[config.mk]
export PLATFORM = sky130hd
export DESIGN_NAME = lbp_win_sched
export DESIGN_NICKNAME = d
export VERILOG_FILES = /design/src/rtl/lbp_win_sched.sv
export SDC_FILE = /design/constraint.sdc
export NUM_CORES = 1
export LEC_CHECK = 0
export ABC_AREA = 1
export ABC_CLOCK_PERIOD_IN_PS = 6710
export CORE_MARGIN = 1
export CORE_UTILIZATION = 55
export CTS_CLUSTER_DIAMETER = 200
export DETAILED_ROUTE_END_ITERATION = 6
export HOLD_SLACK_MARGIN = 0.15
export PLACE_DENSITY = 0.92
export SLEW_MARGIN = 20
export SYNTH_ARGS = -nofsm -noshare
export SYNTH_HDL_FRONTEND = slang
export SYNTH_SLANG_ARGS = --single-unit
[constraint.sdc]
create_clock -name clk -period 6.71 [get_ports clk]
set_clock_uncertainty 0.15 [all_clocks]
set_input_delay 1.0065 -clock clk [delete_from_list [all_inputs] [get_ports clk]]
set_output_delay 1.0065 -clock clk [all_outputs]
set_load 0.05 [all_outputs]
[src/rtl/lbp_win_sched.sv]
// Window-fetch and write-back scheduler for the LBP engine: walks the interior pixels,
// gathers each 3x3 window from gray memory and writes the returned code with a clean strobe.
module lbp_win_sched #(
  parameter int IMG_W = 8,
  parameter int IMG_H = 8,
  parameter int AW    = 6
) (
  input  logic          clk,
  input  logic          reset,
  input  logic          start,
  output logic [AW-1:0] gray_addr,
  output logic          gray_req,
  input  logic [7:0]    gray_data,
  output logic [71:0]   win_data,
  output logic          win_valid,
  input  logic          win_ready,
  input  logic          res_valid,
  input  logic [7:0]    res_data,
  output logic [AW-1:0] lbp_addr,
  output logic [7:0]    lbp_data,
  output logic          lbp_write,
  output logic          busy,
  output logic          finish
);

  typedef enum logic [3:0] {
    S_IDLE,
    S_FETCH_FULL,
    S_FETCH_COL,
    S_DRAIN,
    S_PRESENT,
    S_RESULT,
    S_WR_SETUP,
    S_WR_PULSE,
    S_DONE
  } state_t;

  localparam logic [AW-1:0] W_L    = AW'(IMG_W);
  localparam logic [AW-1:0] X_LAST = AW'(IMG_W - 2);
  localparam logic [AW-1:0] Y_LAST = AW'(IMG_H - 2);
  localparam logic [AW-1:0] ONE_L  = AW'(1);

  state_t        state_q;
  logic [AW-1:0] x_q;
  logic [AW-1:0] y_q;
  logic [1:0]    r_q;
  logic [1:0]    c_q;
  logic [3:0]    k_q;
  logic          cap_vld_q;
  logic [3:0]    cap_k_q;
  logic [7:0]    win_q [0:8];
  logic [AW-1:0] gray_addr_q;
  logic          gray_req_q;
  logic          win_valid_q;
  logic [AW-1:0] lbp_addr_q;
  logic [7:0]    lbp_data_q;
  logic          lbp_write_q;
  logic          busy_q;
  logic          finish_q;

  logic [AW-1:0] r_ext;
  logic [AW-1:0] c_ext;
  logic [AW-1:0] rd_addr_d;
  logic [AW-1:0] pix_addr_d;

  always_comb begin
    r_ext      = '0;
    c_ext      = '0;
    r_ext[1:0] = r_q;
    c_ext[1:0] = c_q;
    rd_addr_d  = (y_q + r_ext - ONE_L) * W_L + x_q + c_ext - ONE_L;
    pix_addr_d = y_q * W_L + x_q;
  end

  for (genvar gi = 0; gi < 9; gi++) begin : g_pack
    assign win_data[8*gi +: 8] = win_q[gi];
  end

  assign gray_addr = gray_addr_q;
  assign gray_req  = gray_req_q;
  assign win_valid = win_valid_q;
  assign lbp_addr  = lbp_addr_q;
  assign lbp_data  = lbp_data_q;
  assign lbp_write = lbp_write_q;
  assign busy      = busy_q;
  assign finish    = finish_q;

  always_ff @(posedge clk) begin
    if (reset) begin
      state_q     <= S_IDLE;
      x_q         <= '0;
      y_q         <= '0;
      r_q         <= '0;
      c_q         <= '0;
      k_q         <= '0;
      cap_vld_q   <= 1'b0;
      cap_k_q     <= '0;
      for (int wi = 0; wi < 9; wi++) win_q[wi] <= '0;
      gray_addr_q <= '0;
      gray_req_q  <= 1'b0;
      win_valid_q <= 1'b0;
      lbp_addr_q  <= '0;
      lbp_data_q  <= '0;
      lbp_write_q <= 1'b0;
      busy_q      <= 1'b0;
      finish_q    <= 1'b0;
    end else begin
      // Request and capture tag default low; only fetch states re-arm them.
      gray_req_q <= 1'b0;
      cap_vld_q  <= 1'b0;

      case (state_q)
        S_IDLE: begin
          if (start) begin
            finish_q <= 1'b0;
            busy_q   <= 1'b1;
            x_q      <= ONE_L;
            y_q      <= ONE_L;
            r_q      <= 2'd0;
            c_q      <= 2'd0;
            k_q      <= 4'd0;
            state_q  <= S_FETCH_FULL;
          end
        end

        S_FETCH_FULL: begin
          gray_addr_q <= rd_addr_d;
          gray_req_q  <= 1'b1;
          cap_vld_q   <= 1'b1;
          cap_k_q     <= k_q;
          if (c_q == 2'd2) begin
            c_q <= 2'd0;
            r_q <= r_q + 2'd1;
          end else begin
            c_q <= c_q + 2'd1;
          end
          k_q <= k_q + 4'd1;
          if (k_q == 4'd8) state_q <= S_DRAIN;
        end

        S_FETCH_COL: begin
          // Slide the window one column left before the new right column lands.
          if (k_q == 4'd2) begin
            for (int ri = 0; ri < 3; ri++) begin
              win_q[3*ri]   <= win_q[3*ri+1];
              win_q[3*ri+1] <= win_q[3*ri+2];
            end
          end
          gray_addr_q <= rd_addr_d;
          gray_req_q  <= 1'b1;
          cap_vld_q   <= 1'b1;
          cap_k_q     <= k_q;
          r_q         <= r_q + 2'd1;
          k_q         <= k_q + 4'd3;
          if (k_q == 4'd8) state_q <= S_DRAIN;
        end

        S_DRAIN: begin
          win_valid_q <= 1'b1;
          state_q     <= S_PRESENT;
        end

        S_PRESENT: begin
          if (win_ready) begin
            win_valid_q <= 1'b0;
            state_q     <= S_RESULT;
          end
        end

        S_RESULT: begin
          if (res_valid) begin
            lbp_data_q <= res_data;
            lbp_addr_q <= pix_addr_d;
            state_q    <= S_WR_SETUP;
          end
        end

        S_WR_SETUP: begin
          lbp_write_q <= 1'b1;
          state_q     <= S_WR_PULSE;
        end

        S_WR_PULSE: begin
          lbp_write_q <= 1'b0;
          if (x_q < X_LAST) begin
            x_q     <= x_q + ONE_L;
            r_q     <= 2'd0;
            c_q     <= 2'd2;
            k_q     <= 4'd2;
            state_q <= S_FETCH_COL;
          end else if (y_q < Y_LAST) begin
            x_q     <= ONE_L;
            y_q     <= y_q + ONE_L;
            r_q     <= 2'd0;
            c_q     <= 2'd0;
            k_q     <= 4'd0;
            state_q <= S_FETCH_FULL;
          end else begin
            finish_q <= 1'b1;
            state_q  <= S_DONE;
          end
        end

        S_DONE: begin
          busy_q  <= 1'b0;
          state_q <= S_IDLE;
        end

        default: state_q <= S_IDLE;
      endcase

      // Data for a read registered on the previous edge is on gray_data now.
      if (cap_vld_q) win_q[cap_k_q] <= gray_data;
    end
  end

endmodule

# == Word level (Yosys, flattened, before mapping) ==
# Memory sizes are Yosys's and may differ from the RTL's.
# Index checks and enable logic that the tools add are counted.
# word_totals
mem_count,1
out_inout_bits,97
in_bits,21
register_bits,53
word_cells,145
mem_bits_rw,72
# mem_list
name,words,word_bits,read_ports,rd_ports_with_merged_regs,write_ports,line,source
win_q,9,8,9,0,9,51,logic [7:0] win_q [0:8];
# classes
bitwise_logic,18
n_mux,54
n_reduce_logical,19
order_cmp,2
n_eq_ne,24
add_sub_neg,12
# ops
cell,n
8-bit 2-to-1 mux,7
4-bit 2-to-1 mux,10
6-bit 2-to-1 mux,5
4-bit case mux with 7 select lines,1
6-bit case mux with 2 select lines,2
"4-bit by 3-bit equality test with 1-bit output, second input constant",4
"4-bit equality test, first input constant",4
1-bit 2-to-1 mux,16
4-bit case mux with 4 select lines,1
4-bit AND reduction,4
"2-bit inequality test, second input constant",7
"6-bit by 1-bit adder with 6-bit output, second input constant",2
6-bit adder,2
"4-bit by 2-bit equality test with 1-bit output, second input constant",3
"6-bit by 3-bit < comparator with 1-bit output, second input constant",2
2-bit 2-to-1 mux,6
3-bit AND reduction,3
1-bit AND,8
"4-bit equality test, second input constant",2
1-bit case mux with 2 select lines,4
2-bit case mux with 4 select lines,1
2-bit nonzero test,4
8-bit OR reduction,1
6-bit by 2-bit adder with 6-bit output,1
other kinds (18),29

# == Depth between registers and ports, before layout ==
# Gate-level depths: netlist of run 1.
# logic_depth
ltp_word,7
ltp_mapped,15
depth_no_buf,15

# == Least setup slack after synthesis of run 1 ==
# OpenSTA, ideal clock, no wires.
# synth_path
kind,input -> register
from,input reset
to,memory win_q[7][0] (enable)
setup_time_ps,329
required_ps,6231
setup_slack_ps,4059
cell_stages,7
arrival_time_ps,2172
n_path_buf,2
cell_sequence,buf_6 -> clkinv_2 -> nand2_4 -> nor3b_4 -> nand3_4 -> buf_6 -> nand2_1
# synth_lines
element,line,source
from (decl),9,"input logic reset,"
to (decl),51,

==> metrics.md, run 1 <==
| Metric | Value |
|---|---|
| Multi-input logic area | 0.00213 sq mm |
| Antenna-violating nets left | 0 |
| Seq/Total Area, Yosys | 0.566 |
| Setup Fix Bufs, Post-CTS | 0 |
| Number of global-route vias before repair | 4932 |
| Worst Path Max Fanout | 35 |
| Bufs on Longest Clock Path | 2 |
| Placed wire-length estimate | 9750 microns |
| Commonest non-fill, non-tap cell in the layout | clkdlybuf4s50_1 |
| CP startpoint | reset |
| Pre-CTS WS | 2.96 ns |
| Max H-tree Level | 4 |
| Mapped Cells | 599 |
| Worst Hold Class | flip-flop to flip-flop |
| Leakage power total | 2.94 nW |
| Sum Neg Setup Slack | 0 ns |
| Slew headroom | 0.465 |
| Hold_sp | y_q[3]$_SDFFE_PP0P_ |
| WS Path Type | input port to flip-flop |
| Minimum clock period | 3.26 ns |
| GP Congestion | 0.849 |
| CTS buffer count | 17 |
| Die area | 0.0108 sq mm |
| Setup WS post-layout | 3.45 ns |
| Power density cells | 371 mW/mm^2 |
| Worst skew pair latency | 0.53 ns |
| Buffers added on ports | 117 |
| Largest net degree at the start of global routing | 49 |
| Critical Path RT | 6.74 ns |
| Status | finished, final reports clean |
| Remaining DRCs | 0 |
| Max-Cap Viols | 0 |
| CTS Hold Buffers Added | 0 |
| Placed cell area | 0.00691 sq mm |
| Total GRT Usage | 0.287 |
| Worst setup SP type | input port |
| Syn Area/Cell | 9.51 sq um |
| CP Data Arrival Time | 3.29 ns |
| Initial antenna violation count | 0 |
| Crit end category | flip-flop |
| Tot Pwr | 2.77 mW |
| Flops & latches, synth | 125 |
| Most frequent cells in the layout | clkdlybuf4s50_1 (117), nand2_1 (92), nor2_1 (72), edfxtp_1 (72), nand3_1 (68) |
| DR WL/cell | 17.1 microns |
| Synth Net Count | 638 |
| Clk pin slew, worst setup/hold paths | 0.06 ns |
| Fin crit share | 0.486 |
| Vias per cell | 5.74 |
| FILL cells | 618 |
| CTS tree | built |
| FF/Latch Area | 0.00322 sq mm |
| Pins Over Slew Limit | 0 |
| Final core utilization | 0.755 |
| Initial Util | 0.575 |
| Worst VDD drop | 0.000279 V |
| Number of I/O pins | 118 |
| Drt initial violations | 434 |
| Routed vias | 4945 |
| Ant. Diodes | 0 |
| YS warnings | 0 |
| Core Rows | 36 |
| Post-route cell area | 0.00749 sq mm |
| Core Area | 0.00991 sq mm |
| Final setup vio count | 0 |
| Mapped cell area | 0.00570 sq mm |
| Synth cell types | 40 |
| Die X | 104 microns |
| Final WL | 14700 microns |
| Area delta synth->final | 31.4% |
| Clk sinks | 125 |
| NumNets Final | 755 |
| Unrepaired setup endpoints after global routing | no |
| Share of layout cells above drive strength 1 | 0.0837 |
| Die H | 104 microns |
| Post-cts gate resize count | 0 |
| 1st-pass router iterations | 6 |
| GR Overflow Total | 0 |
| First-pass GRT wire length | 24100 microns |
| Fmax | 306 MHz |
| CTS Root Cell | clkbuf_8 |
| Crit Reg-Reg Startpoint | y_q[1]$_SDFFE_PP0P_ |
| Final Hold Viols | 0 |
| Worst Tran Pin Value | 0.799 ns |
-- layout make-up --
class                   instances  share of cell area
well taps                     133              0.0222
repair buffers                119               0.158
clock inverters                14              0.0209
flip-flops and latches        125               0.431
multi-input cells             398               0.284
inverters                      55              0.0277
clock buffers                  18              0.0558
-- metal layers --
| metal | GRT usage | share of wire | wire (microns) | up-vias |
|---|---|---|---|---|
| met5 | 0 | 0 | 0 | - |
| met4 | 0.122 | 0.026 | 379 | 0 |
| met3 | 0.100 | 0.096 | 1420 | 45 |
| met2 | 0.500 | 0.51 | 7460 | 301 |
| met1 | 0.318 | 0.37 | 5460 | 2310 |
| li1 | - | - | - | 2289 |
-- cell families after synthesis --
kind of cell,Yosys count,synth area share
compound gates,117,0.112
xor+xnor,9,0.0138
fa+ha+maj,18,0.0435
buf+inv,76,0.0604
flops,125,0.566
simple gates,254,0.205
-- sequential cells by signal, indices dropped and copies added, names as in the netlist, 6 cells and up --
name / flops
lbp_addr: 6
y_q: 6
win_q: 72
lbp_data: 8
x_q: 6
gray_addr: 6
-- power by group --
part	internal, mW	switching [mW]	total (mW)	leakage [nW]
sequential	0.918	0.0891	1.01	1.18
clock	0.535	0.353	0.887	0.271
combinational	0.280	0.599	0.880	1.49
total	1.73	1.04	2.77	2.94
-- synth_stat cells (all sizes together) --
cell,instances,area share
buf,12,0.018
nor3,5,0.0072
nand2,97,0.069
nand4,1,0.0011
o21a,1,0.0013
clkbuf,9,0.0059
xnor2,5,0.0077
nand3b,1,0.0013
edfxtp,72,0.38
fa,3,0.011
ha,15,0.033
a31oi,1,0.0011
o21ai,70,0.067
inv,54,0.036
nor2,76,0.054
a21oi,39,0.034
nor3b,1,0.0033
o211a,1,0.0018
o31ai,2,0.0026
o22ai,1,0.0011
xor2,4,0.0062
a211oi,2,0.0026
or2,1,0.0011
nor4,1,0.0011
nand3,71,0.066
clkinv,1,0.00088
dfxtp,53,0.19
-- path summary, 6_finish.rpt --
path | depth (start not counted) | slack (ns) | to
max | 7 | 3.45 | win_q[3][3]$_DFFE_PP_
min | 2 | 0.31 | y_q[3]$_SDFFE_PP0P_
max reg2reg | 15 | 3.99 | gray_addr[5]$_SDFFE_PP0N_
min reg2reg | 2 | 0.31 | y_q[3]$_SDFFE_PP0P_
-- worst max-delay path, cell delays in order --
cell and delay [ns]:
clkdlybuf4s50_1 0.45, buf_4 0.35, clkinv_2 0.40, nand2_4 0.22, nor3_4 0.07, nand3_1 0.43, nand2_1 0.35
-- through the flow --
stage | hold WS, ns | std cells
floorplan | 0.269 | 599
global placement | 0.277 | 830
detailed placement | 0.284 | 830
global route | 0.329 | 862
finish | 0.305 | 862
CTS | 0.305 | 862
No activity file was read; power rests on OpenSTA's default activity.
==> inputs of run 2 (changes only) <==
Settings changed: ABC_CLOCK_PERIOD_IN_PS 6710 to 3000, CORE_UTILIZATION 55 to 46, PLACE_DENSITY 0.92 to 0.83.
Clock period 6.71 ns to 3 ns, I/O delays scaled along.
==> metrics.md, run 2 (same netlist as run 1, synthesis figures left out) <==
| Metric | Value |
|---|---|
| Crit path max-delay cell type | dfxtp_1 (was clkdlybuf4s50_1) |
| Sum Neg Setup Slack | 0 ns (unchanged) |
| Cells on worst reg2reg path | 15 (unchanged) |
| Die X | 113 microns (was 104 microns) |
| Clk sinks | 125 (unchanged) |
| Minimum clock period | 2.66 ns |
| Initial Util | 0.472 (was 0.575) |
| Commonest non-fill, non-tap cell in the layout | clkdlybuf4s50_1 (unchanged) |
| Hold path endpoint | y_q[5]$_SDFFE_PP0P_ (was y_q[3]$_SDFFE_PP0P_) |
| Most frequent cells in the layout | clkdlybuf4s50_1 (117), nand2_1 (92), nor2_1 (72), edfxtp_1 (72), nand3_1 (68) (unchanged) |
| Worst setup SP type | flip-flop (was input port) |
| Hold_sp | y_q[5]$_SDFFE_PP0P_ (was y_q[3]$_SDFFE_PP0P_) |
| Critical Path Max Stage Delay | 0.37 ns (was 0.45 ns) |
| CTS Hold Buffers Added | 0 (unchanged) |
| FILL cells | 953 (was 618) |
| Ant. Diodes | 0 (unchanged) |
| Vias per cell | 5.29 (was 5.74) |
| Cells along the critical path | inv_1, ha_1, inv_1, ha_1, inv_1, ha_1, inv_1, ha_1, a21oi_1, nand2_1, nand2_1, nand2_1, nand3_1, nand2_1, a21oi_1 (was clkdlybuf4s50_1, buf_4, clkinv_2, nand2_4, nor3_4, nand3_1, nand2_1) |
| Worst skew pair latency | 0.41 ns (was 0.53 ns) |
| Crit Reg-Reg Startpoint | y_q[1]$_SDFFE_PP0P_ (unchanged) |
| Pre-CTS WS | 0.336 ns (was 2.96 ns) |
| Crit end category | flip-flop (unchanged) |
| Initial antenna violation count | 0 (unchanged) |
| Fmax | 376 MHz |
| Reg with most FFs | win_q (unchanged) |
| Core Rows | 40 (was 36) |
| Placed wire-length estimate | 9850 microns (was 9750 microns) |
| Die H | 113 microns (was 104 microns) |
| Antenna-violating nets left | 0 (unchanged) |
| Final WL | 14100 microns (was 14700 microns) |
| Drt initial violations | 376 (was 434) |
| Number of global-route vias before repair | 4616 (was 4932) |
| Clk pin slew, worst setup/hold paths | 0.06 ns (about the same) |
| CTS tree | built (unchanged) |
| Max H-tree Level | 4 (unchanged) |
| Reg2Reg Capture Point | gray_addr[5]$_SDFFE_PP0N_ (unchanged) |
| Status | finished, final reports clean (unchanged) |
| Final setup vio count | 0 (unchanged) |
| WS Path Type | flip-flop to flip-flop (was input port to flip-flop) |
| DR WL/cell | 15.6 microns (was 17.1 microns) |
| GP Congestion | 0.864 (was 0.849) |
| Total GRT Usage | 0.230 (was 0.287) |
| Buffers added on ports | 117 (unchanged) |
| Setup Fix Bufs, Post-CTS | 0 (unchanged) |
| Remaining DRCs | 0 (unchanged) |
| GR Overflow Total | 0 (unchanged) |
| Leakage power total | 2.99 nW (was 2.94 nW) |
| Met2 usage | 0.412 (was 0.500) |
| Worst VDD drop | 0.000407 V (was 0.000279 V) |
| Post-cts gate resize count | 0 (unchanged) |
| Depth of the worst hold-timing path | 2 (unchanged) |
| CTS Root Cell | clkbuf_16 (was clkbuf_8) |
| Number of I/O pins | 118 (unchanged) |
| First-pass GRT wire length | 22800 microns (was 24100 microns) |
| Busiest metal layer after global routing | met2 (unchanged) |
| Setup WS post-layout | 0.343 ns (was 3.45 ns) |
| Area delta synth->final | 33.6% (was 31.4%) |
| Max reg flops | 72 (unchanged) |
| Unrepaired setup endpoints after global routing | no (unchanged) |
| Max-Cap Viols | 0 (unchanged) |
| NumNets Final | 759 (was 755) |
| Bufs on Longest Clock Path | 2 (unchanged) |
| Power density cells | 838 mW/mm^2 (was 371 mW/mm^2) |
| Met3 usage | 0.0530 (was 0.100) |
| Largest net degree at the start of global routing | 49 (unchanged) |
| Critical Path RT | 3.19 ns (was 6.74 ns) |
| Fin crit share | 0.886 |
| Worst Hold Class | flip-flop to flip-flop (unchanged) |
| 1st-pass router iterations | 5 (was 6) |
| Core Area | 0.0121 sq mm (was 0.00991 sq mm) |
| Routed vias | 4763 (was 4945) |
| Die area | 0.0128 sq mm (was 0.0108 sq mm) |
| CP Data Arrival Time | 2.85 ns (was 3.29 ns) |
| Share of layout cells above drive strength 1 | 0.0887 (was 0.0837) |
| Slew headroom | 0.515 (was 0.465) |
| Worst Tran Pin Value | 0.723 ns (was 0.799 ns) |
| Pins Over Slew Limit | 0 (unchanged) |
| Worst Path Max Fanout | 4 (was 35) |
| CTS buffer count | 17 (unchanged) |
| Met1 Usage GRT | 0.269 (was 0.318) |
| R2R Setup Slk | 0.34 ns (was 3.99 ns) |
| Final Hold Viols | 0 (unchanged) |
## run 2: changes by cell type in the layout (fill, tap and decap cells not counted), sizes merged
cell      previous run  this run
clkbuf              18        19
bufinv               2         4
buf                  2         6
clkinvlp             3         1
clkinv               4         8
inv                 60        55
## run 2: how the worst max path moves through the flow
stage / from / end / slack [ns]
global placement: reset / win_q[7][4]$_DFFE_PP_ / 0.38
detailed placement: reset / win_q[0][2]$_DFFE_PP_ / 0.34
finish: y_q[1]$_SDFFE_PP0P_ / gray_addr[5]$_SDFFE_PP0N_ / 0.34
floorplan: y_q[1]$_SDFFE_PP0P_ / gray_addr[5]$_SDFFE_PP0N_ / 0.63
CTS: y_q[1]$_SDFFE_PP0P_ / gray_addr[5]$_SDFFE_PP0N_ / 0.33
global route: y_q[1]$_SDFFE_PP0P_ / gray_addr[5]$_SDFFE_PP0N_ / 0.11
## run 2: worst max-delay path: cells and delay by family, from the launching register on
family / cells / cell delay, ns
fa+ha+maj: 4 / 1.15
flops: 1 / 0.37
simple gates: 5 / 0.35
compound gates: 2 / 0.34
buf+inv: 4 / 0.22
## run 2: through the flow
| stage | total power, mW | cells | util | hold slack (ns) | instance area [sq um] |
|---|---|---|---|---|---|
| finish | 6.38 | 901 | 0.631 | 0.288 | 7610 |
| global route | 6.68 | 901 | 0.631 | 0.305 | 7610 |
| CTS | 6.39 | 901 | 0.631 | 0.289 | 7610 |
| detailed placement | 4.22 | 869 | 0.579 | 0.279 | 6990 |
| global placement | 4.14 | 869 | 0.579 | 0.277 | 6990 |
| floorplan | 3.65 | 599 | - | 0.269 | 5700 |
## run 2: final cells by class
class                      instances  area [sq um]  share of cell area
tap                              168           210              0.0276
sequential                       125          3220               0.424
multi-input combinational        398          2130               0.280
clock inverter                    13           190              0.0250
inverter                          55           208              0.0273
timing repair buffer             123          1220               0.160
clock buffer                      19           433              0.0569
## run 2: routing by layer
layer  wire length, microns  part of all wire
met5                      0                 0
met4                    121            0.0086
met3                   1030             0.073
met2                   7230              0.51
met1                   5710              0.41
## run 2: power by group
part / switching, mW / internal (mW)
sequential: 0.187 / 2.05
clock: 0.754 / 1.39
combinational: 1.35 / 0.634
==> inputs of run 3 (changes only) <==
Settings changed: ABC_CLOCK_PERIOD_IN_PS 3000 to 3100, CORE_UTILIZATION 46 to 55, PLACE_DENSITY 0.83 to 0.92.
Clock period 3 ns to 3.1 ns, I/O delays scaled along.
==> metrics.md, run 3 (same netlist as run 1, synthesis figures left out) <==
| Metric | Value |
|---|---|
| Status | finished with violations (was finished, final reports clean) |
| Failing checks | design-rule violations |
| Cells on worst reg2reg path | 14 (was 15) |
| Initial Util | 0.575 (was 0.472) |
| Post-route cell area | 0.00758 sq mm (was 0.00761 sq mm) |
| Max-Cap Viols | 0 (unchanged) |
| Commonest non-fill, non-tap cell in the layout | clkdlybuf4s50_1 (unchanged) |
| GP Congestion | 0.867 (was 0.864) |
| Setup Fix Bufs, Post-CTS | 0 (unchanged) |
| Initial antenna violation count | 0 (unchanged) |
| NumNets Final | 757 (was 759) |
| Die area | 0.0108 sq mm (was 0.0128 sq mm) |
| Crit end category | flip-flop (unchanged) |
| Int Pwr | 4.00 mW (was 4.08 mW) |
| Worst Hold Class | flip-flop to flip-flop (unchanged) |
| DR WL/cell | 17.7 microns (was 15.6 microns) |
| WS Path Type | flip-flop to flip-flop (unchanged) |
| Comb pwr share | 0.308 (was 0.312) |
| CTS buffer count | 17 (unchanged) |
| Pins Over Slew Limit | 0 (unchanged) |
| Routed vias | 4966 (was 4763) |
| Minimum clock period | 2.80 ns (was 2.66 ns) |
| Worst Path Max Fanout | 4 (unchanged) |
| Bufs on Longest Clock Path | 2 (unchanged) |
| Clk pin slew, worst setup/hold paths | 0.06 ns (about the same) |
| Core Rows | 36 (was 40) |
| Sum Neg Setup Slack | 0 ns (unchanged) |
| Clk sinks | 125 (unchanged) |
| Worst skew pair latency | 0.53 ns (was 0.41 ns) |
| First-pass GRT wire length | 24200 microns (was 22800 microns) |
| Number of I/O pins | 118 (unchanged) |
| CTS Hold Buffers Added | 0 (unchanged) |
| CTS Root Cell | clkbuf_8 (was clkbuf_16) |
| Final setup vio count | 0 (unchanged) |
| Multi-input logic area | 0.00213 sq mm (unchanged) |
| Depth of the worst hold-timing path | 2 (unchanged) |
| Worst setup SP type | flip-flop (unchanged) |
| Share of layout cells above drive strength 1 | 0.0876 (was 0.0887) |
| Sw frac | 0.367 (was 0.360) |
| Reg2Reg Capture Point | gray_addr[5]$_SDFFE_PP0N_ (unchanged) |
| Vias per cell | 5.75 (was 5.29) |
| Max H-tree Level | 4 (unchanged) |
| CTS tree | built (unchanged) |
| Power density cells | 836 mW/mm^2 (was 838 mW/mm^2) |
| Final Hold Viols | 0 (unchanged) |
| Remaining DRCs | 7 (was 0) |
| Placed wire-length estimate | 9590 microns (was 9850 microns) |
| Largest net degree at the start of global routing | 49 (unchanged) |
| Ant. Diodes | 0 (unchanged) |
| CP Data Arrival Time | 3.04 ns (was 2.85 ns) |
| Worst VDD drop | 0.000600 V (was 0.000407 V) |
| Number of global-route vias before repair | 4931 (was 4616) |
| Drt initial violations | 456 (was 376) |
| Leakage power total | 2.99 nW (about the same) |
| Antenna-violating nets left | 0 (unchanged) |
| Area delta synth->final | 33.0% (was 33.6%) |
| Hold_sp | y_q[5]$_SDFFE_PP0P_ (unchanged) |
| Switching pwr | 2.33 mW (was 2.30 mW) |
| Post-cts gate resize count | 0 (unchanged) |
| Unrepaired setup endpoints after global routing | no (unchanged) |
| Total GRT Usage | 0.290 (was 0.230) |
| Hold path endpoint | y_q[5]$_SDFFE_PP0P_ (unchanged) |
| Slew headroom | 0.478 (was 0.515) |
| Die X | 104 microns (was 113 microns) |
| GR Overflow Total | 0 (unchanged) |
| FILL cells | 590 (was 953) |
| Placed cell area | 0.00693 sq mm (was 0.00699 sq mm) |
| Clock power share | 0.348 (was 0.337) |
| 1st-pass router iterations | 7 (was 5) |
| Most frequent cells in the layout | clkdlybuf4s50_1 (117), nand2_1 (92), nor2_1 (72), edfxtp_1 (72), nand3_1 (68) (unchanged) |
| Reg with most FFs | win_q (unchanged) |
| Sequential fraction of design power | 0.343 (was 0.351) |
| Final WL | 15300 microns (was 14100 microns) |
| Critical Path RT | 3.34 ns (was 3.19 ns) |
| Fmax | 357 MHz (was 376 MHz) |
| Fin crit share | 0.903 (was 0.886) |
| Buffers added on ports | 117 (unchanged) |
| R2R Setup Slk | 0.30 ns (was 0.34 ns) |
| Worst Tran Pin Value | 0.780 ns (was 0.723 ns) |
| FF/Latch Area | 0.00322 sq mm (unchanged) |
| Crit Reg-Reg Startpoint | y_q[1]$_SDFFE_PP0P_ (unchanged) |
| Core Area | 0.00991 sq mm (was 0.0121 sq mm) |
| Max reg flops | 72 (unchanged) |
| Die H | 104 microns (was 113 microns) |
-- run 3: layer usage --
metal / wire, microns / global-route usage / vias up
li1: - / - / 2290
met1: 5540 / 0.315 / 2320
met2: 7870 / 0.529 / 304
met3: 1380 / 0.0610 / 52
met4: 478 / 0.152 / 0
met5: 0 / 0 / -
-- run 3: worst max-delay path, cell delays in order, from the launching register on --
cell	delay, ns
dfxtp_1	0.38
inv_1	0.10
ha_1	0.29
inv_1	0.04
ha_1	0.29
inv_1	0.06
ha_1	0.27
inv_1	0.04
ha_1	0.34
a21oi_1	0.25
nand3_1	0.15
nand2_1	0.10
nand3_1	0.08
nand2_1	0.07
a21oi_1	0.05
-- run 3: area by class of cell --
| type | count | area share |
|---|---|---|
| flip-flops and latches | 125 | 0.425 |
| clock buffers | 18 | 0.0552 |
| multi-input cells | 398 | 0.281 |
| well taps | 133 | 0.0220 |
| inverters | 55 | 0.0274 |
| clock inverters | 14 | 0.0306 |
| repair buffers | 121 | 0.159 |
-- run 3: per-stage QoR --
stage / hold WS, ns / total power, mW / utilization / setup slack (ns) / cells
6_report: 0.292 / 6.33 / 0.765 / 0.300 / 864
5_1_grt: 0.312 / 6.57 / 0.765 / 0.210 / 864
4_1_cts: 0.290 / 6.30 / 0.765 / 0.341 / 864
3_5_place_dp: 0.280 / 4.08 / 0.699 / 0.393 / 832
3_3_place_gp: 0.276 / 3.99 / 0.699 / 0.468 / 832
2_1_floorplan: 0.269 / 3.54 / - / 0.725 / 599
-- run 3: worst max path at each step --
| stage | end | start |
|---|---|---|
| finish | gray_addr[5]$_SDFFE_PP0N_ | y_q[1]$_SDFFE_PP0P_ |
| global route | gray_addr[5]$_SDFFE_PP0N_ | y_q[1]$_SDFFE_PP0P_ |
| floorplan | gray_addr[5]$_SDFFE_PP0N_ | y_q[1]$_SDFFE_PP0P_ |
| global placement | win_q[3][1]$_DFFE_PP_ | reset |
| detailed placement | gray_addr[5]$_SDFFE_PP0N_ | y_q[1]$_SDFFE_PP0P_ |
| CTS | gray_addr[5]$_SDFFE_PP0N_ | y_q[1]$_SDFFE_PP0P_ |
-- run 3: power by group through the flow --
stage                     registers (mW)  logic [mW]  clock network (mW)
after floorplan                     2.62       0.915                   0
after global placement              2.18        1.80                   0
after detailed placement            2.20        1.88                   0
after global routing                2.20        2.10                2.27
after CTS                           2.17        1.94                2.20
final                               2.17        1.95                2.21
